**src/rtl/cacheline_adapter_pkg.sv**
```systemverilog
// cacheline_adapter_pkg
// Shared constants and types for the cache-line <-> memory-burst adapter.
//   LINE_W_DEF / BURST_W_DEF : default line and beat widths
//   BEATS                    : beats per line at the default widths
//   CNT_W                    : beat counter width
//   state_t                  : adapter FSM states
//   line_align()             : clears the in-line byte offset of an address
package cacheline_adapter_pkg;

    localparam int unsigned LINE_W_DEF  = 256;
    localparam int unsigned BURST_W_DEF = 64;
    localparam int unsigned BEATS       = LINE_W_DEF / BURST_W_DEF;
    localparam int unsigned CNT_W       = $clog2(BEATS);
    localparam int unsigned ADDR_W      = 32;

    typedef enum logic [2:0] {
        IDLE,
        RD,
        RD_DONE,
        WR,
        WR_DONE
    } state_t;

    // A 32-byte line occupies address bits [4:0].
    function automatic logic [ADDR_W-1:0] line_align(input logic [ADDR_W-1:0] addr);
        return {addr[ADDR_W-1:5], 5'b0};
    endfunction

endpackage

```
**src/rtl/cacheline_adapter_if.sv**
```systemverilog
// cacheline_adapter_if
// Bundles the cache-side and memory-side signals of the adapter.
//   cache side : line_i, address_i, read_i, write_i  -> adapter
//                line_o, resp_o                      <- adapter
//   memory side: burst_i, resp_i                     -> adapter
//                burst_o, address_o, read_o, write_o <- adapter
//   err_o      : sticky protocol error flag from the adapter
// Modports: slave = adapter view, master = cache/memory (environment) view.
interface cacheline_adapter_if
    import cacheline_adapter_pkg::*;
#(
    parameter int unsigned LINE_W  = LINE_W_DEF,
    parameter int unsigned BURST_W = BURST_W_DEF
);

    logic [LINE_W-1:0]  line_i;
    logic [LINE_W-1:0]  line_o;
    logic [ADDR_W-1:0]  address_i;
    logic               read_i;
    logic               write_i;
    logic               resp_o;
    logic [BURST_W-1:0] burst_i;
    logic [BURST_W-1:0] burst_o;
    logic [ADDR_W-1:0]  address_o;
    logic               read_o;
    logic               write_o;
    logic               resp_i;
    logic               err_o;

    modport slave (
        input  line_i, address_i, read_i, write_i, burst_i, resp_i,
        output line_o, resp_o, burst_o, address_o, read_o, write_o, err_o
    );

    modport master (
        output line_i, address_i, read_i, write_i, burst_i, resp_i,
        input  line_o, resp_o, burst_o, address_o, read_o, write_o, err_o
    );

endinterface

```
**src/rtl/cacheline_adapter.sv**
```systemverilog
// cacheline_adapter
// Converts single cache-line fill/writeback requests into BEATS-beat memory
// bursts. A fill collects beats into line_o; a writeback streams the latched
// line out on burst_o. resp_o pulses for one cycle when a request completes.
// Ports:
//   clk  : clock, rising edge
//   rst  : asynchronous active-high reset
//   bus  : cacheline_adapter_if.slave (cache and memory handshakes, err_o)
// Build option:
//   CACHELINE_ADAPTER_ERR_CHECK_EN : enables the sticky err_o protocol check;
//                                    otherwise err_o is tied low.
module cacheline_adapter
    import cacheline_adapter_pkg::*;
#(
    parameter int unsigned LINE_W  = LINE_W_DEF,
    parameter int unsigned BURST_W = BURST_W_DEF
) (
    input  logic                 clk,
    input  logic                 rst,
    cacheline_adapter_if.slave   bus
);

    localparam int unsigned NBEATS = LINE_W / BURST_W;

    state_t              state;
    state_t              state_next;
    logic [CNT_W-1:0]    cnt;
    logic [LINE_W-1:0]   line_buf;
    logic [LINE_W-1:0]   line_asm;
    logic [ADDR_W-1:0]   addr_q;
    logic                last_beat;

    assign last_beat = bus.resp_i && (cnt == CNT_W'(NBEATS - 1));

    always_ff @(posedge clk or posedge rst) begin
        if (rst) begin
            state <= IDLE;
        end else begin
            state <= state_next;
        end
    end

    // Memory/cache strobes decode straight from the state register so that
    // an asynchronous reset drops them without waiting for a clock edge.
    always_comb begin
        state_next  = state;
        bus.read_o  = 1'b0;
        bus.write_o = 1'b0;
        bus.resp_o  = 1'b0;
        unique case (state)
            IDLE: begin
                if (bus.write_i) begin
                    state_next = WR;
                end else if (bus.read_i) begin
                    state_next = RD;
                end
            end
            RD: begin
                bus.read_o = 1'b1;
                if (last_beat) begin
                    state_next = RD_DONE;
                end
            end
            WR: begin
                bus.write_o = 1'b1;
                if (last_beat) begin
                    state_next = WR_DONE;
                end
            end
            RD_DONE, WR_DONE: begin
                bus.resp_o = 1'b1;
                state_next = IDLE;
            end
            default: begin
                state_next = IDLE;
            end
        endcase
    end

    // Counter is cleared while idle, so it always starts a burst at 0.
    always_ff @(posedge clk or posedge rst) begin
        if (rst) begin
            cnt      <= '0;
            line_buf <= '0;
            line_asm <= '0;
            addr_q   <= '0;
        end else begin
            unique case (state)
                IDLE: begin
                    cnt <= '0;
                    if (bus.write_i) begin
                        line_buf <= bus.line_i;
                        addr_q   <= bus.address_i;
                    end else if (bus.read_i) begin
                        addr_q   <= bus.address_i;
                    end
                end
                RD: begin
                    if (bus.resp_i) begin
                        line_asm[BURST_W*cnt +: BURST_W] <= bus.burst_i;
                        cnt <= cnt + CNT_W'(1);
                    end
                end
                WR: begin
                    if (bus.resp_i) begin
                        cnt <= cnt + CNT_W'(1);
                    end
                end
                default: begin
                    cnt <= '0;
                end
            endcase
        end
    end

    assign bus.line_o    = line_asm;
    assign bus.burst_o   = line_buf[BURST_W*cnt +: BURST_W];
    assign bus.address_o = line_align(addr_q);

`ifdef CACHELINE_ADAPTER_ERR_CHECK_EN
    logic err_q;
    logic err_set;

    // Flags a beat strobe outside a burst, or the committed request being
    // withdrawn before its completion pulse.
    always_comb begin
        err_set = 1'b0;
        if (bus.resp_i && (state != RD) && (state != WR)) begin
            err_set = 1'b1;
        end
        if ((state == RD) && !bus.read_i) begin
            err_set = 1'b1;
        end
        if ((state == WR) && !bus.write_i) begin
            err_set = 1'b1;
        end
    end

    always_ff @(posedge clk or posedge rst) begin
        if (rst) begin
            err_q <= 1'b0;
        end else if (err_set) begin
            err_q <= 1'b1;
        end
    end

    assign bus.err_o = err_q;
`else
    assign bus.err_o = 1'b0;
`endif

endmodule

```
**src/flat_wrapper.sv**
```systemverilog
// flat-port wrapper written by rule: the top's interface ports become plain ports
module cacheline_adapter_flat import cacheline_adapter_pkg::*;
#(
    parameter int unsigned LINE_W  = LINE_W_DEF,
    parameter int unsigned BURST_W = BURST_W_DEF
)
  (clk, rst, bus_line_i, bus_address_i, bus_read_i, bus_write_i, bus_burst_i, bus_resp_i, bus_line_o, bus_resp_o, bus_burst_o, bus_address_o, bus_read_o, bus_write_o, bus_err_o);
  cacheline_adapter_if #(.LINE_W(LINE_W), .BURST_W(BURST_W)) bus_i ();
  input  logic clk;
  input  logic rst;
  input wire logic [$bits(bus_i.line_i)-1:0] bus_line_i;
  input wire logic [$bits(bus_i.address_i)-1:0] bus_address_i;
  input wire logic [$bits(bus_i.read_i)-1:0] bus_read_i;
  input wire logic [$bits(bus_i.write_i)-1:0] bus_write_i;
  input wire logic [$bits(bus_i.burst_i)-1:0] bus_burst_i;
  input wire logic [$bits(bus_i.resp_i)-1:0] bus_resp_i;
  output wire logic [$bits(bus_i.line_o)-1:0] bus_line_o;
  output wire logic [$bits(bus_i.resp_o)-1:0] bus_resp_o;
  output wire logic [$bits(bus_i.burst_o)-1:0] bus_burst_o;
  output wire logic [$bits(bus_i.address_o)-1:0] bus_address_o;
  output wire logic [$bits(bus_i.read_o)-1:0] bus_read_o;
  output wire logic [$bits(bus_i.write_o)-1:0] bus_write_o;
  output wire logic [$bits(bus_i.err_o)-1:0] bus_err_o;
  assign bus_i.line_i = bus_line_i;
  assign bus_i.address_i = bus_address_i;
  assign bus_i.read_i = bus_read_i;
  assign bus_i.write_i = bus_write_i;
  assign bus_i.burst_i = bus_burst_i;
  assign bus_i.resp_i = bus_resp_i;
  assign bus_line_o = bus_i.line_o;
  assign bus_resp_o = bus_i.resp_o;
  assign bus_burst_o = bus_i.burst_o;
  assign bus_address_o = bus_i.address_o;
  assign bus_read_o = bus_i.read_o;
  assign bus_write_o = bus_i.write_o;
  assign bus_err_o = bus_i.err_o;
  cacheline_adapter #(.LINE_W(LINE_W), .BURST_W(BURST_W)) u_core (.clk(clk), .rst(rst), .bus(bus_i));
endmodule
```
**config.mk**
```make
export PLATFORM = sky130hd
export DESIGN_NAME = cacheline_adapter_flat
export DESIGN_NICKNAME = d
export VERILOG_FILES = /design/src/rtl/cacheline_adapter_pkg.sv /design/src/rtl/cacheline_adapter_if.sv /design/src/rtl/cacheline_adapter.sv /design/src/flat_wrapper.sv
export SDC_FILE = /design/constraint.sdc
export NUM_CORES = 1
export LEC_CHECK = 0
export ABC_AREA = 1
export CAP_MARGIN = 20
export CORE_AREA = 2 2 279 281
export CTS_CLUSTER_SIZE = 30
export DETAILED_ROUTE_END_ITERATION = 10
export DIE_AREA = 0 0 281 283
export HOLD_SLACK_MARGIN = 0.02
export PLACE_DENSITY = 0.58
export SYNTH_ARGS = -nofsm -noshare
export SYNTH_HDL_FRONTEND = slang
export SYNTH_SLANG_ARGS = --single-unit
```
**constraint.sdc**
```tcl
create_clock -name clk -period 18.8 [get_ports clk]
set_input_delay 4.7 -clock clk [delete_from_list [all_inputs] [get_ports clk]]
set_output_delay 4.7 -clock clk [all_outputs]
set_load 0.01 [all_outputs]
```
==> flow_summary_export.csv, run 1 <==
group,metric,value,unit
outcome,run_status,"finished, final reports clean",
global_route,grt_pass1_wl,127,mm
drt,drtIter0Drc,1449,
floorplan,fp.dieH,283,um
global_route,grt_pass1_vias,21100,
layout,drive_gt1_frac,0.0407,
sta,relSlewSlack,0.255,
clock_network,cts_tree,"done",
setup_path,worstPathCellList,"inv_4 > buf_4 > o21ai_0 > nand2_1 > clkdlybuf4s50_1",
drt,via_per_inst,4.62,
clock_network,clockBufferDepth,3,
pwr,p_comb_frac,0.432,
setup_path,arrival,3.78,ns
pwr,power_frac_seq,0.342,
synthesis,syn_area,24300,sq um
sta,whs,0.473,ns
global_route,grt_use_met1,0.248,
synthesis,synth_seq_cells,544,
drt,drc,0,
sta,finClkSkew,0.0102,ns
pwr,p_int,3.29,mW
clock_network,insertion_delay,0.61,ns
pwr,swShare,0.389,
pwr,ir_drop,0.110,mV
global_route,use_met2,0.340,
clock_network,clock-root-buffer,"clkbuf_16",
layout,final_core_util,0.443,
synthesis,yosys-top-cells-area,"dfrtp_1 (56%), nand2_1 (16%), o21ai_0 (13%)",
layout,areaGrowthSynthToFinish,39.6,%
clock_network,holdBufCountCts,0,
global_route,antenna_found_initial,30,
synthesis,ys_types,25,
drt,routed_wl,83.4,mm
run,maxCapViolCount,0,
synthesis,ys_seq_area_frac,0.559,
sta,tightest_slew,1.12,ns
global_route,use_met3,0.0653,
pwr,net-switching-power,2.09,mW
setup_path,cp-start-kind,"flop",
sta,period_needed,8.48,ns
hold_path,hold_class,"flop to flop",
place,dp_cells,4570,
sta,max_freq,0.118,GHz
setup_path,critPathCaptureType,"output pin",
sta,fin_setup_tns,0,ns
clock_network,cts_resized,0,
place,dp_slack,10.35,ns
sta,rsz0062_at_grt,"false",
synthesis,syn_inst,3025,
layout,nFillCells,7681,
sta,hold_viol_final,0,
setup_path,crit_type,"flop to output pin",
global_route,grt_use_total,0.205,
drt,wl_per_cell,17.8,um
setup_path,reg2regPathDepth,7,
drt,num_vias,21700,
pwr,power_density,159,nW/um^2
setup_path,max_stage_delay,0.75,ns
setup_path,critPathMaxFanout,81,
floorplan,die_area,79500,sq um
pwr,clock_power_share,0.226,
floorplan,io_pins,713,
sta,layout_setup_ws,10.32,ns
clock_network,cts_setup_buffers,0,
floorplan,start_util,0.317,
synthesis,netlist.area_leader.share,0.559,
floorplan,rows,102,
place,place_hpwl,55.3,mm
synthesis,yosys_warnings,0,
hold_path,hold_depth,2,
clock_network,path_clk_slew,0.06,ns
global_route,grt_max_degree,264,
setup_path,crit_required,14.10,ns
layout,fin_nets,3957,
clock_network,ctsHtreeMaxLevel,2,
layout,fin_cells,4693,
clock_network,cts-buffers-inserted,61,
sta,fin_crit_sh,0.451,
pwr,leakagePower,15.1,nW
floorplan,core,76700,sq um
floorplan,fp.dieW,281,um
place,port_buffers,701,
setup_path,slowest_stage,"dfrtp_4",
synthesis,yosysTopAreaCell,"dfrtp_1",
drt,ant_nets,0,
global_route,overflow,0,
place,gp_congestion,0.838,
drt,first_pass_iters,5,
sta,finalSetupViolations,0,
synthesis,synth.avg_cell_area,8.05,sq um
clock_network,cts_sinks,544,
sta,slew_viol_final,0,
global_route,top_usage_layer,"met2",
==> routing by layer <==
layer	part of all wire	routed length, um
met2	0.47	39500
met1	0.40	33700
met3	0.085	7080
met4	0.034	2860
met5	0.0024	203
==> synthesized netlist by cell type (all sizes together) <==
cell       n
nor3       1
a21oi    131
inv      234
nand3     68
buf      104
nand2   1016
nand4      4
nor2     119
o21ai    670
clkbuf   128
conb       1
ha         5
dfrtp    544
==> power by group through the flow <==
stage	Clock (mW)	Sequential, mW	Combinational, mW
2_1_floorplan	0	1.89	1.17
3_3_place_gp	0	1.84	2.34
3_5_place_dp	0	1.86	2.36
4_1_cts	1.25	1.84	2.37
5_1_grt	1.30	1.89	2.59
6_report	1.22	1.84	2.33
==> cell families after synthesis <==
group	share of synthesized area
compound gates	0.165
fa+ha+maj	0.00257
buf+inv	0.0806
flops	0.559
other cells	0.000154
simple gates	0.193
==> cells in the final DEF (no fill, tap or decap), types with 13 or more instances in the layout <==
cell / Yosys / final
nand2_1: 1015 / 1014
clkdlybuf4s50_1: 0 / 701
o21ai_0: 619 / 619
dfrtp_1: 544 / 542
inv_1: 231 / 228
a21oi_1: 131 / 131
nor2_1: 115 / 115
nand3_1: 67 / 67
clkbuf_16: 0 / 61
o21ai_1: 51 / 51
buf_4: 28 / 28
clkbuf_8: 0 / 15
diode_2: 0 / 13
==> final cells by class <==
class / instances / area (sq um) / share of cell area
sequential: 544 / 13600 / 0.401
tap: 1040 / 1300 / 0.0383
clock buffer: 87 / 1770 / 0.0522
inverter: 234 / 886 / 0.0261
clock inverter: 21 / 250 / 0.00736
timing repair buffer: 734 / 7330 / 0.216
antenna: 13 / 32.5 / 0.000957
multi-input combinational: 2020 / 8800 / 0.259
==> stage by stage <==
step	power, mW	cell area (sq um)
finish	5.39	34000
detailed placement	4.22	31900
global route	5.78	34000
CTS	5.46	33900
floorplan	3.06	24400
global placement	4.18	31900
==> worst paths after layout <==
check	endpoint	slack, ns	from
hold reg to reg	u_core.line_buf[217]	0.47	u_core.line_buf[217]
setup reg to reg	u_core.bus.line_o[51]	14.74	u_core.cnt[0]
setup / recovery	bus_burst_o[54]	10.32	u_core.cnt[0]
min in group asynchronous	u_core.bus.line_o[151]	4.51	rst
max in group asynchronous	u_core.bus.line_o[174]	11.33	rst
hold / removal	u_core.line_buf[217]	0.47	u_core.line_buf[217]
==> flip-flops by register name (all words and copies together), names as in the netlist <==
| signal | flops |
|---|---|
| u_core.bus.line_o | 256 |
| u_core.line_buf | 256 |
| u_core.addr_q | 27 |
| u_core.state | 3 |
| u_core.cnt | 2 |
==> worst max-delay path: cells and delay by family (launching register included) <==
kind | cells | cell delay [ns]
DFF | 1 | 0.75
buffers and inverters | 3 | 1.84
AOI/OAI and AO/OA | 1 | 0.37
and+or+nand+nor | 1 | 0.13
Note: power is estimated with default switching activity, not from simulation.
==> run 2, diff against run 1 <==
Settings changed: CORE_AREA 2 2 279 281 to 2 2 276 278, DIE_AREA 0 0 281 283 to 0 0 278 280, PLACE_DENSITY 0.58 to 0.57.
Clock period 18.8 ns to 8.6 ns, I/O delays scaled along.
==> run 2 against run 1 <==
Against the previous run: sequential power is 120% higher; first-iteration DRC count grew 9.3%; largest cell class unchanged; clock power increased by 130%; sequential share of layout area hardly changed; count of clock-buffer cells in the layout is 10 higher; utilization grew 0.87 points; power increased by 120%; die area shrank 2.1%; via count grew 0.65%; cell area hardly changed; highest routed layer unchanged; cell count shrank 1.3%; wire length rose by 1.5%.
==> flow_summary_export.csv, run 2 (synthesis results as in run 1) <==
group,metric,value,unit
floorplan,die_area,77800,sq um
run,maxCapViolCount,0,
floorplan,fp.dieH,280,um
place,gp_congestion,0.854,
layout,postLayoutCellArea,34000,sq um
clock_network,insertion_delay,0.60,ns
clock_network,cts-buffers-inserted,66,
sta,slew_viol_final,0,
layout,drive_gt1_frac,0.0395,
drt,wl_per_cell,18.3,um
sta,rsz0062_at_grt,"false",
drt,via_per_inst,4.71,
clock_network,clockBufferDepth,3,
setup_path,cp-start-kind,"flop",
hold_path,hold_class,"flop to flop",
clock_network,ctsHtreeMaxLevel,3,
global_route,grt_pass1_vias,21200,
floorplan,core,75200,sq um
clock_network,cts_tree,"done",
drt,ant_nets,0,
drt,drtIter0Drc,1584,
pwr,ir_drop,0.310,mV
sta,period_needed,5.76,ns
sta,fin_crit_sh,0.669,
sta,max_freq,0.174,GHz
sta,tightest_slew,0.967,ns
outcome,run_status,"finished, final reports clean",
drt,routed_wl,84.7,mm
place,place_hpwl,55.9,mm
sta,finClkSkew,0.0211,ns
global_route,grt_max_degree,160,
setup_path,critPathCaptureType,"output pin",
sta,hold_viol_final,0,
global_route,grt_pass1_wl,130,mm
clock_network,cts_sinks,544,
clock_network,clock-root-buffer,"clkbuf_16",
sta,fin_setup_tns,0,ns
floorplan,rows,101,
sta,relSlewSlack,0.356,
layout,areaGrowthSynthToFinish,39.6,%
sta,whs,0.481,ns
sta,finalSetupViolations,0,
pwr,leakagePower,15.1,nW
setup_path,crit_type,"flop to output pin",
clock_network,holdBufCountCts,0,
layout,final_common_cell,"nand2_1",
global_route,overflow,0,
global_route,grt_use_total,0.214,
floorplan,start_util,0.324,
global_route,antenna_found_initial,24,
setup_path,rrSetupSlack,4.53,ns
drt,first_pass_iters,5,
layout,final_core_util,0.452,
pwr,power,11.9,mW
clock_network,path_clk_slew,0.06,ns
floorplan,fp.dieW,278,um
place,port_buffers,701,
floorplan,io_pins,713,
pwr,power_density,350,nW/um^2
drt,num_vias,21800,
setup_path,critPathMaxFanout,67,
place,post_dp_cell_area,31800,sq um
layout,mostFrequentLayoutCells,"nand2_1 (1014), clkdlybuf4s50_1 (701), o21ai_0 (619)",
layout,fin_nets,3960,
setup_path,arrival,3.61,ns
clock_network,cts_setup_buffers,0,
drt,drc,0,
clock_network,cts_resized,0,
setup_path,crit_required,6.45,ns
==> run 2: changes by cell type in the layout (fill, tap and decap cells not counted), sizes merged <==
cell      delta
buf          -2
bufinv       -3
clkbuf      +10
clkinv       +1
clkinvlp     -1
diode        -3
inv          -2
==> run 2: stage by stage <==
stage | instances | worst slack (ns)
global placement | 4508 | 3.36
floorplan | 3030 | -0.950
CTS | 4621 | 2.78
detailed placement | 4508 | 3.32
finish | 4631 | 2.84
global route | 4629 | 2.65
==> run 2: cell type report <==
cell class                      instances  area, sq um
Sequential cell                       544        13600
Multi-Input combinational cell       2020         8800
Tap cell                              978         1220
Fill cell                            7527        41200
Antenna cell                           10         25.0
Clock inverter                         16          179
Timing Repair Buffer                  732         7310
Clock buffer                           97         1930
Inverter                              234          886
==> run 2: worst paths after layout <==
kind,from,end,depth (start not counted)
max in group asynchronous,rst,u_core.line_buf[96],3
setup reg to reg,u_core.cnt[0],u_core.bus.line_o[50],7
hold / removal,u_core.bus.line_o[229],u_core.bus.line_o[229],2
setup / recovery,u_core.cnt[0],bus_burst_o[33],5
hold reg to reg,u_core.bus.line_o[229],u_core.bus.line_o[229],2
min in group asynchronous,rst,u_core.bus.line_o[21],2
==> run 2: worst max-delay path, cell delays in order, from the launching register on <==
cell	delay, ns
dfrtp_4	0.88
inv_4	0.45
buf_4	0.36
o21ai_0	0.58
nand2_1	0.13
clkdlybuf4s50_1	0.51
==> run 2: layer usage <==
| metal | GRT usage | vias up | wire (um) |
|---|---|---|---|
| li1 | - | 10800 | - |
| met1 | 0.262 | 10200 | 34700 |
| met2 | 0.349 | 686 | 39700 |
| met3 | 0.0734 | 134 | 7700 |
| met4 | 0.0794 | 28 | 2480 |
| met5 | 0 | - | 173 |
==> run 2: power breakdown <==
group,internal [mW],switching (mW)
sequential,3.55,0.481
combinational,2.08,3.02
clock,1.62,1.13
total,7.24,4.63
